===== src/rtl/round_robin_bus_arbiter_pkg.sv =====
// -----------------------------------------------------------------------------
// RoundRobinArbiterTypes
//
// Shared types and helpers for the round-robin bus arbiter.
//   ArbiterState : IDLE (arbitrate), GRANTED (owner holds bus),
//                  RELEASE (one dead turnaround cycle)
//   index_width  : width of a device index, never narrower than 1 bit
// -----------------------------------------------------------------------------
package RoundRobinArbiterTypes;

    typedef enum logic [1:0] {
        IDLE    = 2'd0,
        GRANTED = 2'd1,
        RELEASE = 2'd2
    } ArbiterState;

    function automatic int index_width(input int n);
        return (n <= 1) ? 1 : $clog2(n);
    endfunction

endpackage


===== src/rtl/round_robin_bus_arbiter_rotating_priority_encoder.sv =====
// -----------------------------------------------------------------------------
// rotating_priority_encoder
//
// Purely combinational. Finds the first set request bit scanning from ptr_i
// upward, wrapping modulo NUM_DEVICES.
//   requests_i : one bit per device
//   ptr_i      : index of the highest-priority device (always < NUM_DEVICES)
//   found_o    : at least one request is set
//   index_o    : selected device index, 0 when found_o is low
// -----------------------------------------------------------------------------
module rotating_priority_encoder
    import RoundRobinArbiterTypes::*;
#(
    parameter int NUM_DEVICES = 4,
    parameter int INDEX_WIDTH = 2
) (
    input  logic [NUM_DEVICES-1:0] requests_i,
    input  logic [INDEX_WIDTH-1:0] ptr_i,
    output logic                   found_o,
    output logic [INDEX_WIDTH-1:0] index_o
);

    // One extra bit so ptr + offset (at most 2*N-2) never overflows before the wrap.
    localparam int SumWidth = INDEX_WIDTH + 1;

    logic [SumWidth-1:0] candidate;

    // Scan from the farthest offset down to offset 0 so the closest requester
    // to ptr_i is the last one written and therefore wins.
    always_comb begin
        found_o   = 1'b0;
        index_o   = '0;
        candidate = '0;
        for (int k = NUM_DEVICES - 1; k >= 0; k--) begin
            candidate = {1'b0, ptr_i} + SumWidth'(k);
            if (candidate >= SumWidth'(NUM_DEVICES)) begin
                candidate = candidate - SumWidth'(NUM_DEVICES);
            end
            if (requests_i[candidate[INDEX_WIDTH-1:0]]) begin
                found_o = 1'b1;
                index_o = candidate[INDEX_WIDTH-1:0];
            end
        end
    end

endmodule


===== src/rtl/round_robin_bus_arbiter.sv =====
// -----------------------------------------------------------------------------
// round_robin_bus_arbiter
//
// Shares the snoopy-bus CPU-side path between per-device cache controllers.
// A granted cache owns the bus until it drops its request; a RELEASE cycle
// plus the IDLE arbitration edge separate consecutive owners.
//
// Request/grant handshake: requests[i] acts as a level "valid" that must stay
// high for as long as cache i wants the bus; grants[i] is the "ready" and,
// once raised, stays high until the arbiter samples requests[i]=0 (or a hold
// timeout revokes it). Dropping the request in the cycle the grant appears
// still yields one grant cycle.
//
// Ports:
//   clock      : rising-edge clock
//   reset      : synchronous, active-high
//   requests   : one request line per cache
//   grants     : registered one-hot grant (or zero)
//   grantIndex : index of current owner, 0 when no grant
//   busy       : high exactly when grants is non-zero
//   preempted  : one-cycle pulse when a grant is revoked by timeout
//
// Configuration macro: HOLD_TIMEOUT_EN
//   defined   : owner is preempted after MAX_HOLD_CYCLES owned cycles if any
//               other cache is waiting
//   undefined : grant is held indefinitely, preempted is tied to 0
//
// The FSM state register state_q is typed ArbiterState for observation.
// -----------------------------------------------------------------------------
module round_robin_bus_arbiter
    import RoundRobinArbiterTypes::*;
#(
    parameter int  NUMBER_OF_DEVICES = 4,
    parameter int  MAX_HOLD_CYCLES   = 16,
    localparam int IndexWidth        = index_width(NUMBER_OF_DEVICES)
) (
    input  logic                         clock,
    input  logic                         reset,
    input  logic [NUMBER_OF_DEVICES-1:0] requests,
    output logic [NUMBER_OF_DEVICES-1:0] grants,
    output logic [IndexWidth-1:0]        grantIndex,
    output logic                         busy,
    output logic                         preempted
);

    ArbiterState                  state_q;
    logic [NUMBER_OF_DEVICES-1:0] grants_q;
    logic [IndexWidth-1:0]        index_q;
    logic [IndexWidth-1:0]        ptr_q;
    logic                         busy_q;

    logic                         found_d;
    logic [IndexWidth-1:0]        select_index_d;
    logic [NUMBER_OF_DEVICES-1:0] select_onehot_d;
    logic [IndexWidth-1:0]        ptr_after_owner_d;

    rotating_priority_encoder #(
        .NUM_DEVICES (NUMBER_OF_DEVICES),
        .INDEX_WIDTH (IndexWidth)
    ) u_encoder (
        .requests_i (requests),
        .ptr_i      (ptr_q),
        .found_o    (found_d),
        .index_o    (select_index_d)
    );

    always_comb begin
        select_onehot_d                 = '0;
        select_onehot_d[select_index_d] = 1'b1;
    end

    // Priority moves to the device just after the releasing owner.
    always_comb begin
        if (index_q == IndexWidth'(NUMBER_OF_DEVICES - 1)) begin
            ptr_after_owner_d = '0;
        end else begin
            ptr_after_owner_d = index_q + IndexWidth'(1);
        end
    end

`ifdef HOLD_TIMEOUT_EN
    localparam int HoldWidth = $clog2(MAX_HOLD_CYCLES + 1);

    logic [HoldWidth-1:0] hold_q;
    logic                 preempted_q;
    logic                 others_waiting_d;

    assign others_waiting_d = |(requests & ~grants_q);
    assign preempted        = preempted_q;
`else
    assign preempted = 1'b0;
`endif

    always_ff @(posedge clock) begin
        if (reset) begin
            state_q  <= IDLE;
            grants_q <= '0;
            index_q  <= '0;
            ptr_q    <= '0;
            busy_q   <= 1'b0;
`ifdef HOLD_TIMEOUT_EN
            hold_q      <= '0;
            preempted_q <= 1'b0;
`endif
        end else begin
`ifdef HOLD_TIMEOUT_EN
            preempted_q <= 1'b0;
`endif
            case (state_q)
                IDLE: begin
                    if (found_d) begin
                        grants_q <= select_onehot_d;
                        index_q  <= select_index_d;
                        busy_q   <= 1'b1;
                        state_q  <= GRANTED;
`ifdef HOLD_TIMEOUT_EN
                        hold_q   <= '0;
`endif
                    end
                end
                GRANTED: begin
                    if (!requests[index_q]) begin
                        grants_q <= '0;
                        index_q  <= '0;
                        busy_q   <= 1'b0;
                        ptr_q    <= ptr_after_owner_d;
                        state_q  <= RELEASE;
`ifdef HOLD_TIMEOUT_EN
                    end else if (hold_q == HoldWidth'(MAX_HOLD_CYCLES) && others_waiting_d) begin
                        // Owner still requesting but has used its budget while
                        // someone else waits: revoke exactly like a release.
                        grants_q    <= '0;
                        index_q     <= '0;
                        busy_q      <= 1'b0;
                        ptr_q       <= ptr_after_owner_d;
                        state_q     <= RELEASE;
                        preempted_q <= 1'b1;
                    end else if (hold_q != HoldWidth'(MAX_HOLD_CYCLES)) begin
                        hold_q <= hold_q + HoldWidth'(1);
`endif
                    end
                end
                RELEASE: begin
                    state_q <= IDLE;
                end
                default: begin
                    state_q <= IDLE;
                end
            endcase
        end
    end

    assign grants     = grants_q;
    assign grantIndex = index_q;
    assign busy       = busy_q;

endmodule


===== config.mk =====
export PLATFORM = sky130hd
export DESIGN_NAME = round_robin_bus_arbiter
export DESIGN_NICKNAME = d
export VERILOG_FILES = /design/src/rtl/round_robin_bus_arbiter_pkg.sv /design/src/rtl/round_robin_bus_arbiter_rotating_priority_encoder.sv /design/src/rtl/round_robin_bus_arbiter.sv
export SDC_FILE = /design/constraint.sdc
export NUM_CORES = 1
export LEC_CHECK = 0
export BUFFER_PORTS_ARGS = -buffer_cell sky130_fd_sc_hd__buf_2
export CAP_MARGIN = 5
export CORE_AREA = 5 5 42 44
export DETAILED_ROUTE_END_ITERATION = 16
export DIE_AREA = 0 0 47 49
export SLEW_MARGIN = 20
export SYNTH_ARGS = -nofsm -noshare
export SYNTH_HDL_FRONTEND = slang
export SYNTH_SLANG_ARGS = --single-unit

===== constraint.sdc =====
create_clock -name clock -period 1.65 [get_ports clock]
set_input_delay 0.2475 -clock clock [delete_from_list [all_inputs] [get_ports clock]]
set_output_delay 0.2475 -clock clock [all_outputs]
set_load 0.02 [all_outputs]

# After elaboration in Yosys (flattened, before gate mapping)
# Cells that the tools add are included.
[totals] regBits=11 input_bits=6 output_inout_bits=8 wordCells=72
[op_classes] add_sub_neg=8 magnitude_cmp=11 n_eq_ne=4 n_mux=37 n_bitwise=1 n_reduce_logical=6
[op_table] op="two-way mux 2 bit" count=13
[op_table] op="less-than comparator 2 x 3 -> 1 bit, second input constant" count=6
[op_table] op="two-way mux 1 bit" count=12
[op_table] op="binary-select mux 1 bit (select 2 bit)" count=5
[op_table] op=">= comparator 3 bit, second input constant" count=3
[op_table] op="two-way mux 4 bit" count=2
[op_table] op="case mux 2 bit (2 select lines)" count=2
[op_table] op="case mux 4 bit (2 select lines)" count=1
[op_table] op="subtractor 2 x 1 -> 2 bit, second input constant" count=4
[op_table] op="adder 2 x 2 -> 3 bit, second input constant" count=2
[op_table] op="inequality test 2 bit, second input constant" count=2
[op_table] op="AND reduction 2 bit" count=2
[op_table] op="adder 2 x 1 -> 3 bit, second input constant" count=1
[op_table] op=">= comparator 2 x 3 -> 1 bit, second input constant" count=1
[op_table] op="AND reduction 3 bit" count=1
[op_table] op="adder 2 x 1 -> 2 bit, second input constant" count=1
[op_table] op="demux 1 bit (select 2 bit)" count=1
[op_table] op="== test 2 x 1 -> 1 bit, second input constant" count=1
[op_table] op="== test 2 bit, second input constant" count=1
[op_table] op=">= comparator 2 x 1 -> 1 bit, second input constant" count=1
[op_table] op="logical NOT 2 bit" count=1
[op_table] op="case mux 1 bit (2 select lines)" count=1
[op_table] op="nonzero test 2 bit" count=1
[op_table] op="logical AND 1 bit" count=1
[op_table] op="NOT 1 bit" count=1

# Logic depth before layout (Yosys ltp)
# Gate-level depths: netlist of the first run.
[logic_depth] depth_word=15 ltp_mapped=4 mapped_depth_nobuf=4

# Modules after synthesis
# Synthesis of the first run repeated with hierarchy kept, for this count alone.
[unflattened] cells_unflattened=61 hier_area_um2=578.1
[modules_own_cells] mod="round_robin_bus_arbiter" n_inst=1 cells_per_inst=48 area_each_um2=500.5
[modules_own_cells] mod="rotating_priority_encoder" n_inst=1 cells_per_inst=13 area_each_um2=77.6

# Worst setup path after synthesis of the first run
# No wires, ideal clock.
[synth_timing] kind="register to register" startpoint="register index_q[0], in the netlist grantIndex[0]" endpoint="register index_q[0], in the netlist grantIndex[0]" arrival_ns=1.514 setup_slack_ns=0.019 path_stages_with_launch=5 path_buffers=0 path_cell_list="dfxtp_1 -> mux4_2 -> nand2_1 -> a21oi_2 -> a22o_1"
[synth_between] elab_chain_len=4
[synth_lines] element="start, declared" line="round_robin_bus_arbiter.sv:48" rtl="logic [IndexWidth-1:0] index_q;"
[synth_lines] element="start signal, assigned" line="round_robin_bus_arbiter.sv:113" rtl="index_q <= select_index_d;"
[synth_lines] element="binary-select mux 1 bit (select 2 bit)" line="round_robin_bus_arbiter.sv:122" rtl="if (!requests[index_q]) begin"
[synth_lines] element="two-way mux 1 bit (not written as such)" line="round_robin_bus_arbiter.sv:122"
[synth_lines] element="inequality test 2 bit (no source line)"
[synth_lines] element="AND reduction 3 bit (no source line)"
# No other way between the ends. The select of a mux whose other input is x is not followed.
# A chain may end at the register's enable or synchronous reset.

# Worst setup path in the final report of the first run
# Ends and elaborated chain as after synthesis.

==> key figures, run 1 <==
Setup path
  • Critical path peak fanout: 7
  • Crit end category: flip-flop
  • Setup crit start kind: flip-flop
  • Worst path cell trace: mux4_2 -> nand2_1 -> a21oi_2 -> a22o_1
  • Kind of cell adding the most delay to the critical path: multiplexers
  • Buf+Inv Stages, Crit Path: 0
  • Slowest stage delay, CP: 0.56 ns
  • WS Path Type: reg2reg
  • Crit path required time: 1.81 ns
  • Crit-path slowest cell: mux4_2
  • WP data arrival: 1.65 ns

STA
  • Final worst slack: 0.1577 ns
  • Hold Vio Cnt, Final: 0
  • Final Cycle Share: 0.9044
  • Setup TNS: 0 ns
  • Worst Skew: 0.007475 ns
  • Unrepaired setup endpoints after global routing: no
  • Slew Viols, Final: 0
  • FMAX: 670.1 MHz
  • Tmin final: 1.492 ns
  • Final count of negative-setup-slack endpoints: 0

Power
  • Pwr dens: 1023 nW/µm²
  • Peak supply drop: 457.2 µV
  • Sequential Power Share: 0.478
  • Clock power share: 0.289
  • Switch Pwr: 197.7 µW
  • Sw frac: 0.3071
  • Combinational share of power: 0.233
  • Pleak: 0.0002719 µW
  • Pint: 446.0 µW

Run status
  • Status: complete, no violations

Clock network
  • Root Buffer Master: clkbuf_4
  • # resized after CTS: 0
  • Buffer count from post-CTS setup fixing: 0
  • Clk sinks: 11
  • CTS Buffer Depth: 2
  • CTS tree: yes
  • Clock transition at path regs: 0.08 ns
  • Skew-Pair Late Insertion Delay: 0.27 ns
  • CTS Buf Count: 3
  • CTS Hold Bufs: 0
  • H-tree levels: 1

Floorplan
  • Die X: 47 µm
  • Die Y: 49 µm
  • Rows: 14
  • Boundary pin count: 14
  • Core Region: 1401 µm²
  • Die area: 2303 µm²
  • Starting Density: 0.3732

Drt
  • DRC viols: 0
  • Total number of vias: 446
  • Final ANT Viol Nets: 0
  • Starting DRT DRC Count: 9
  • Drt total wl: 1140 µm
  • Drt first pass iters: 4
  • Vias per inst: 5.439
  • Routed WL per cell: 13.90 µm

Global route
  • Total Routing Usage GR: 0.1135
  • Total gr overflow: 0
  • Largest net degree at the start of global routing: 8
  • Number of global-route vias before repair: 440
  • First-pass GRT wire length: 1938 µm
  • Initial antenna violation count: 0

Logic synthesis
  • Yosys warns: 0
  • Yosys top cell area share: 0.4211
  • Mapped cell area: 523.0 µm²
  • Post-synth cell types: 25
  • Synth Instances: 50
  • Syn Nets: 57
  • Top_reg_cell synth: dfxtp_1
  • Async SR Flop Fraction: 0
  • Sequential share of the synthesized area: 0.4211
  • Count leader, synth: dfxtp_1
  • Yosys reg bits: 11
  • Most area-hungry cell type in the Yosys netlist: dfxtp_1
  • Post-synth EDFFs: 0
  • Synth top area cells: dfxtp_1 42%, a32o_1 7.7%, mux4_2 4.3%
  • Syn_area_per_cell: 10.46 µm²
  • Most common library cells after synthesis: 11 x dfxtp_1, 4 x a32o_1, 4 x nor2_1

Placed design
  • Worst slack, placed: 0.1508 ns
  • Gpl congestion: 0.7453
  • Port buffer count: 12
  • Placed insts: 78
  • HPWL after detailed placement: 855.3 µm

Flow run
  • Max Cap Viol: 0

Worst hold path
  • HP Class: in2reg

Final layout
  • Final nets: 74
  • Area growth syn-to-layout: 20.33%
  • Fillers: 145
  • Finished Layout Cells: 82
  • Layout cells sized above 1: 0.3333
  • Register Area: 220.2 µm²
  • Multi-input logic area: 287.8 µm²
  • Antenna diodes: 0
==> cells in the final DEF, fill, tap and decap left out, types with 2 or more instances in the layout <==
cell      count
a211oi_1      2
nor2b_1       2
nand2b_1      2
mux2i_1       2
clkbuf_4      3
a32o_1        4
inv_1         2
nor2_1        4
dfxtp_1      11
a22o_1        2
buf_2        12
a21oi_1       3
nor4_1        2
==> sequential cells by signal, summed over array words and instances (netlist names) <==
name        cells
busy            1
ptr_q           2
grantIndex      2
grants          4
state_q         2
==> logic make-up after synthesis <==
family          count (synthesis)  share of synthesized area
fa+ha+maj                       1                    0.02392
other cells                     1                   0.007170
buf+inv                         3                    0.02872
mux                             3                    0.08134
flops                          11                     0.4211
simple gates                   14                     0.1698
compound gates                 17                     0.2680
==> power by group through the flow <==
| stage | Clock, µW | Sequential, µW | Combinational, µW |
|---|---|---|---|
| after detailed placement | 0 | 313 | 151 |
| after global placement | 0 | 313 | 150 |
| after global routing | 206 | 312 | 165 |
| after floorplan | 0 | 330 | 87.6 |
| final | 186 | 308 | 150 |
| after CTS | 194 | 308 | 151 |
==> routing by layer <==
metal	global-route usage	wire length, µm
met1	0.1528	562
met2	0.1606	527
met3	0.03690	50
met4	0.05069	0
met5	0	0
==> area by class of cell <==
class / count / share of cell area
Clock buffer: 4 / 0.04175
Inverter: 2 / 0.01193
Multi-Input combinational cell: 36 / 0.4573
Sequential cell: 11 / 0.3499
Tap cell: 16 / 0.03181
Timing Repair Buffer: 13 / 0.1074
==> worst register-to-register path, cell delays in order, from the launching register on <==
cell     delay [ns]
dfxtp_1        0.36
mux4_2         0.56
nand2_1        0.13
a21oi_2        0.11
a22o_1         0.24
==> path summary, 6_finish.rpt <==
check	start	endpoint	slack (ns)	depth (start not counted)
max	grantIndex[0]	grantIndex[0]	0.16	4
min	reset	ptr_q[0]	0.24	2
max reg2reg	grantIndex[0]	grantIndex[0]	0.16	4
min reg2reg	grants[0]	grants[0]	0.47	1
==> per-stage QoR <==
stage | instance area (µm²) | power, µW | hold slack, ns | util
after global routing | 629.4 | 682.4 | 0.2406 | 0.4491
after detailed placement | 603.1 | 464.0 | 0.4534 | 0.4304
after CTS | 629.4 | 653.1 | 0.2243 | 0.4491
final | 629.4 | 643.6 | 0.2372 | 0.4491
after floorplan | 523.0 | 417.2 | 0.3199 | -
after global placement | 603.1 | 463.2 | 0.4571 | 0.4304
Power figures use the tool's default switching activity.
==> inputs of run 2 (changes only) <==
--- a/config.mk
+++ b/config.mk
@@ -8,6 +8,7 @@
 export BUFFER_PORTS_ARGS = -buffer_cell sky130_fd_sc_hd__buf_2
 export CAP_MARGIN = 5
 export CORE_AREA = 5 5 42 44
+export CTS_BUF_LIST = sky130_fd_sc_hd__clkbuf_2
 export DETAILED_ROUTE_END_ITERATION = 16
 export DIE_AREA = 0 0 47 49
 export SLEW_MARGIN = 20
==> run 2 against run 1 <==
Net effect:
- clock-buffer cell count did not move
- via count fell by 0.45%
- clock skew rose by 0.0011 ns
- design area fell by 0.99%
- critical path depth did not move
- fmax fell by 0.17%
- total power fell by 4.5%
- sequential power barely moved
- critical endpoint unchanged
- largest cell class unchanged
- largest power group unchanged
==> key figures, run 2 (synthesis gave the netlist of run 1 again) <==
Setup path
  • Crit-path slowest cell: mux4_2
  • Critical path peak fanout: 7
  • Worst path cell trace: mux4_2 -> nand2_1 -> a21oi_2 -> a22o_1
  • Kind of cell adding the most delay to the critical path: multiplexers
  • Crit path required time: 1.81 ns
  • Slowest stage delay, CP: 0.56 ns
  • Crit end category: flip-flop
  • WP data arrival: 1.65 ns
  • Buf+Inv Stages, Crit Path: 0
  • WS Path Type: reg2reg
  • Setup crit start kind: flip-flop

STA
  • Final Cycle Share: 0.9059
  • Final worst slack: 0.1552 ns
  • Setup TNS: 0 ns
  • Final count of negative-setup-slack endpoints: 0
  • Tmin final: 1.495 ns
  • Hold Vio Cnt, Final: 0
  • Unrepaired setup endpoints after global routing: no
  • Worst Skew: 0.008551 ns
  • Slew Viols, Final: 0
  • FMAX: 669.0 MHz

Final layout
  • Commonest non-fill, non-tap cell in the layout: buf_2
  • Max reg flops: 4
  • Antenna diodes: 0
  • Final nets: 74
  • Fin util: 0.4446
  • Area growth syn-to-layout: 19.14%
  • Most frequent cells in the layout: 12 x buf_2, 11 x dfxtp_1, 4 x nor2_1, 4 x a32o_1, 4 x clkbuf_2
  • Layout cells sized above 1: 0.3485

Placed design
  • Port buffer count: 12
  • Gpl congestion: 0.7453
  • HPWL after detailed placement: 855.3 µm
  • Worst slack, placed: 0.1508 ns

Drt
  • Final ANT Viol Nets: 0
  • Routed WL per cell: 13.63 µm
  • Drt total wl: 1118 µm
  • Total number of vias: 444
  • Vias per inst: 5.415
  • Starting DRT DRC Count: 7
  • DRC viols: 0
  • Drt first pass iters: 2

Clock network
  • Clk sinks: 11
  • CTS Buf Count: 3
  • CTS tree: yes
  • # resized after CTS: 0
  • Root Buffer Master: clkbuf_2
  • Buffer count from post-CTS setup fixing: 0
  • Skew-Pair Late Insertion Delay: 0.26 ns
  • H-tree levels: 1
  • Clock transition at path regs: 0.12 ns
  • CTS Buffer Depth: 2
  • CTS Hold Bufs: 0

Floorplan
  • Die Y: 49 µm
  • Starting Density: 0.3732
  • Boundary pin count: 14
  • Core Region: 1401 µm²
  • Die X: 47 µm
  • Die area: 2303 µm²
  • Rows: 14

Run status
  • Status: complete, no violations

Power
  • Clock power share: 0.256
  • Sequential Power Share: 0.500
  • Peak supply drop: 328.1 µV
  • Switch Pwr: 198.1 µW
  • Pwr Total: 614.9 µW
  • Sw frac: 0.3221
  • Pint: 416.8 µW
  • Pwr dens: 986.8 nW/µm²
  • Pleak: 0.0002735 µW
  • Combinational share of power: 0.244

Global route
  • Total gr overflow: 0
  • Total Routing Usage GR: 0.1140
  • Number of global-route vias before repair: 448
  • First-pass GRT wire length: 1925 µm
  • Initial antenna violation count: 0
  • Largest net degree at the start of global routing: 8

Flow run
  • Max Cap Viol: 0

Worst hold path
  • HP Class: in2reg
## run 2: cell counts in the layout (fill, tap and decap cells not counted)
No cell type changed its count.
## run 2: path summary, 6_finish.rpt
check	start	end	slack, ns	cells after the start
setup / recovery	grantIndex[0]	grantIndex[0]	0.16	4
hold reg to reg	grants[0]	grants[0]	0.48	1
hold / removal	reset	ptr_q[0]	0.23	2
setup reg to reg	grantIndex[0]	grantIndex[0]	0.16	4
## run 2: stage by stage
step	hold slack [ns]	instances	instance area, µm²
after floorplan	0.3199	50	523.0
after global placement	0.4571	78	603.1
after detailed placement	0.4534	78	603.1
after CTS	0.2172	82	623.1
after global routing	0.2264	82	623.1
final	0.2345	82	623.1
## run 2: area by class of cell
type,instances,area [µm²]
Timing Repair Buffer,13,67.56
Inverter,2,7.507
Tap cell,16,20.02
Sequential cell,11,220.2
Fill cell,141,778.2
Multi-Input combinational cell,36,287.8
Clock buffer,4,20.02
## run 2: metal layers
layer,part of all wire,track usage,up-vias
met1,0.49,0.1521,207
met5,0,0,-
met2,0.44,0.1561,9
li1,-,-,224
met3,0.048,0.03690,4
met4,0.022,0.06452,0
## run 2: worst reg2reg max path, stage by stage (launching register included)
cell	delay, ns
dfxtp_1	0.37
mux4_2	0.56
nand2_1	0.13
a21oi_2	0.11
a22o_1	0.24
## run 2: power groups by stage
stage	Sequential [µW]	Clock (µW)	Combinational (µW)
2_1_floorplan	330	0	87.6
3_3_place_gp	313	0	150
3_5_place_dp	313	0	151
4_1_cts	308	164	151
5_1_grt	312	175	165
6_report	308	157	150
==> inputs of run 3 (changes only) <==
--- a/config.mk
+++ b/config.mk
@@ -7,10 +7,10 @@
 export LEC_CHECK = 0
 export BUFFER_PORTS_ARGS = -buffer_cell sky130_fd_sc_hd__buf_2
 export CAP_MARGIN = 5
-export CORE_AREA = 5 5 42 44
+export CORE_MARGIN = 5
+export CORE_UTILIZATION = 25
 export CTS_BUF_LIST = sky130_fd_sc_hd__clkbuf_2
 export DETAILED_ROUTE_END_ITERATION = 16
-export DIE_AREA = 0 0 47 49
 export SLEW_MARGIN = 20
 export SYNTH_ARGS = -nofsm -noshare
 export SYNTH_HDL_FRONTEND = slang
==> run 3 against run 2 <==
Net effect:
- flip-flop and latch count did not move
- utilization fell by 12 points
- combinational power barely moved
- highest routed layer unchanged
- critical path depth did not move
- sequential share of layout area fell by 0.76 points
- critical endpoint unchanged
- register-to-register slack barely moved
==> key figures, run 3 (synthesis gave the netlist of run 1 again) <==
Final layout
  • Commonest non-fill, non-tap cell in the layout: buf_2
  • Antenna diodes: 0
  • Multi-input logic area: 287.8 µm²
  • Most frequent cells in the layout: 12 x buf_2, 11 x dfxtp_1, 4 x nor2_1, 4 x a32o_1
  • Max reg flops: 4
  • Area growth syn-to-layout: 21.77%
  • Layout cells sized above 1: 0.3485
  • Final nets: 74
  • Fillers: 208
  • Register Area: 220.2 µm²

Clock network
  • CTS Hold Bufs: 0
  • Clock transition at path regs: 0.11 ns
  • H-tree levels: 1
  • Root Buffer Master: clkbuf_2
  • Clk sinks: 11
  • CTS Buffer Depth: 2
  • # resized after CTS: 0
  • CTS tree: yes
  • Skew-Pair Late Insertion Delay: 0.26 ns
  • CTS Buf Count: 3
  • Buffer count from post-CTS setup fixing: 0

Drt
  • Final ANT Viol Nets: 0
  • Drt first pass iters: 2
  • Vias per inst: 4.785
  • Starting DRT DRC Count: 7
  • DRC viols: 0
  • Drt total wl: 1174 µm
  • Routed WL per cell: 12.62 µm
  • Total number of vias: 445

STA
  • Worst Skew: 0.002331 ns
  • Final Cycle Share: 0.9094
  • Slew Viols, Final: 0
  • Unrepaired setup endpoints after global routing: no
  • FMAX: 666.5 MHz
  • Final count of negative-setup-slack endpoints: 0
  • Hold Vio Cnt, Final: 0
  • Tmin final: 1.500 ns
  • Setup TNS: 0 ns

Setup path
  • Worst path cell trace: mux4_2 -> nand2_1 -> a21oi_2 -> a22o_1
  • Setup crit start kind: flip-flop
  • WP data arrival: 1.67 ns
  • Critical path peak fanout: 7
  • Worst Setup SP: grantIndex[0]
  • Crit-path slowest cell: mux4_2
  • RR Startpoint: grantIndex[0]
  • Crit path required time: 1.82 ns
  • Buf+Inv Stages, Crit Path: 0
  • WS Path Type: reg2reg
  • Slowest stage delay, CP: 0.56 ns
  • Crit end category: flip-flop
  • Kind of cell adding the most delay to the critical path: multiplexers

Global route
  • Total Routing Usage GR: 0.08230
  • Initial antenna violation count: 0
  • Total gr overflow: 0
  • Largest net degree at the start of global routing: 8
  • First-pass GRT wire length: 2001 µm
  • Number of global-route vias before repair: 466

Power
  • Clock power share: 0.245
  • Pleak: 0.0002732 µW
  • Sw frac: 0.3288
  • Pwr dens: 953.1 nW/µm²
  • Pint: 407.4 µW
  • Peak supply drop: 453.3 µV
  • Pwr Total: 607.0 µW
  • Combinational share of power: 0.249
  • Switch Pwr: 199.6 µW
  • Sequential Power Share: 0.507

Placed design
  • Gpl congestion: 0.7361
  • HPWL after detailed placement: 926 µm
  • Port buffer count: 12

Worst hold path
  • Hold Crit Start: reset
  • HP Class: in2reg

Flow run
  • Max Cap Viol: 0

Floorplan
  • Die Y: 55.74 µm
  • Die area: 3107 µm²
  • Starting Density: 0.2639
  • Rows: 16
  • Boundary pin count: 14
  • Die X: 55.74 µm
  • Core Region: 1982 µm²

Run status
  • Status: complete, no violations
run 3: stage by stage:
stage	setup WS (ns)	instances	hold WS, ns	utilization	cell area [µm²]
after floorplan	0.01887	50	0.3199	-	523.0
after global placement	0.1775	89	0.4497	0.3112	616.8
after detailed placement	0.1505	89	0.4563	0.3112	616.8
after CTS	0.1378	93	0.2331	0.3213	636.9
after global routing	0.06993	93	0.2330	0.3213	636.9
final	0.1496	93	0.2421	0.3213	636.9
run 3: worst paths after layout:
kind,endpoint,slack (ns),cells after the start
setup reg to reg,grantIndex[0],0.15,4
hold reg to reg,busy,0.48,1
hold / removal,state_q[0],0.24,2
setup / recovery,grantIndex[0],0.15,4
run 3: layout make-up:
cell class / count / area share
timing repair buffer: 13 / 0.1061
clock buffer: 3 / 0.02358
multi-input combinational: 36 / 0.4519
sequential: 11 / 0.3458
inverter: 2 / 0.01179
tap: 27 / 0.05305
clock inverter: 1 / 0.007859
run 3: power by group through the flow:
stage	registers (µW)	logic [µW]	clock network (µW)
after floorplan	330	87.6	0
after global routing	312	166	166
after CTS	308	152	154
after detailed placement	314	151	0
after global placement	313	150	0
final	308	151	148
run 3: layer usage:
| layer | vias up | wire length, µm | global-route usage | share of wire |
|---|---|---|---|---|
| met5 | - | 0 | 0 | 0 |
| met4 | 0 | 12 | 0.03125 | 0.010 |
| met3 | 2 | 119 | 0.05104 | 0.10 |
| met2 | 13 | 475 | 0.1216 | 0.40 |
| met1 | 207 | 566 | 0.09544 | 0.48 |
| li1 | 223 | - | - | - |
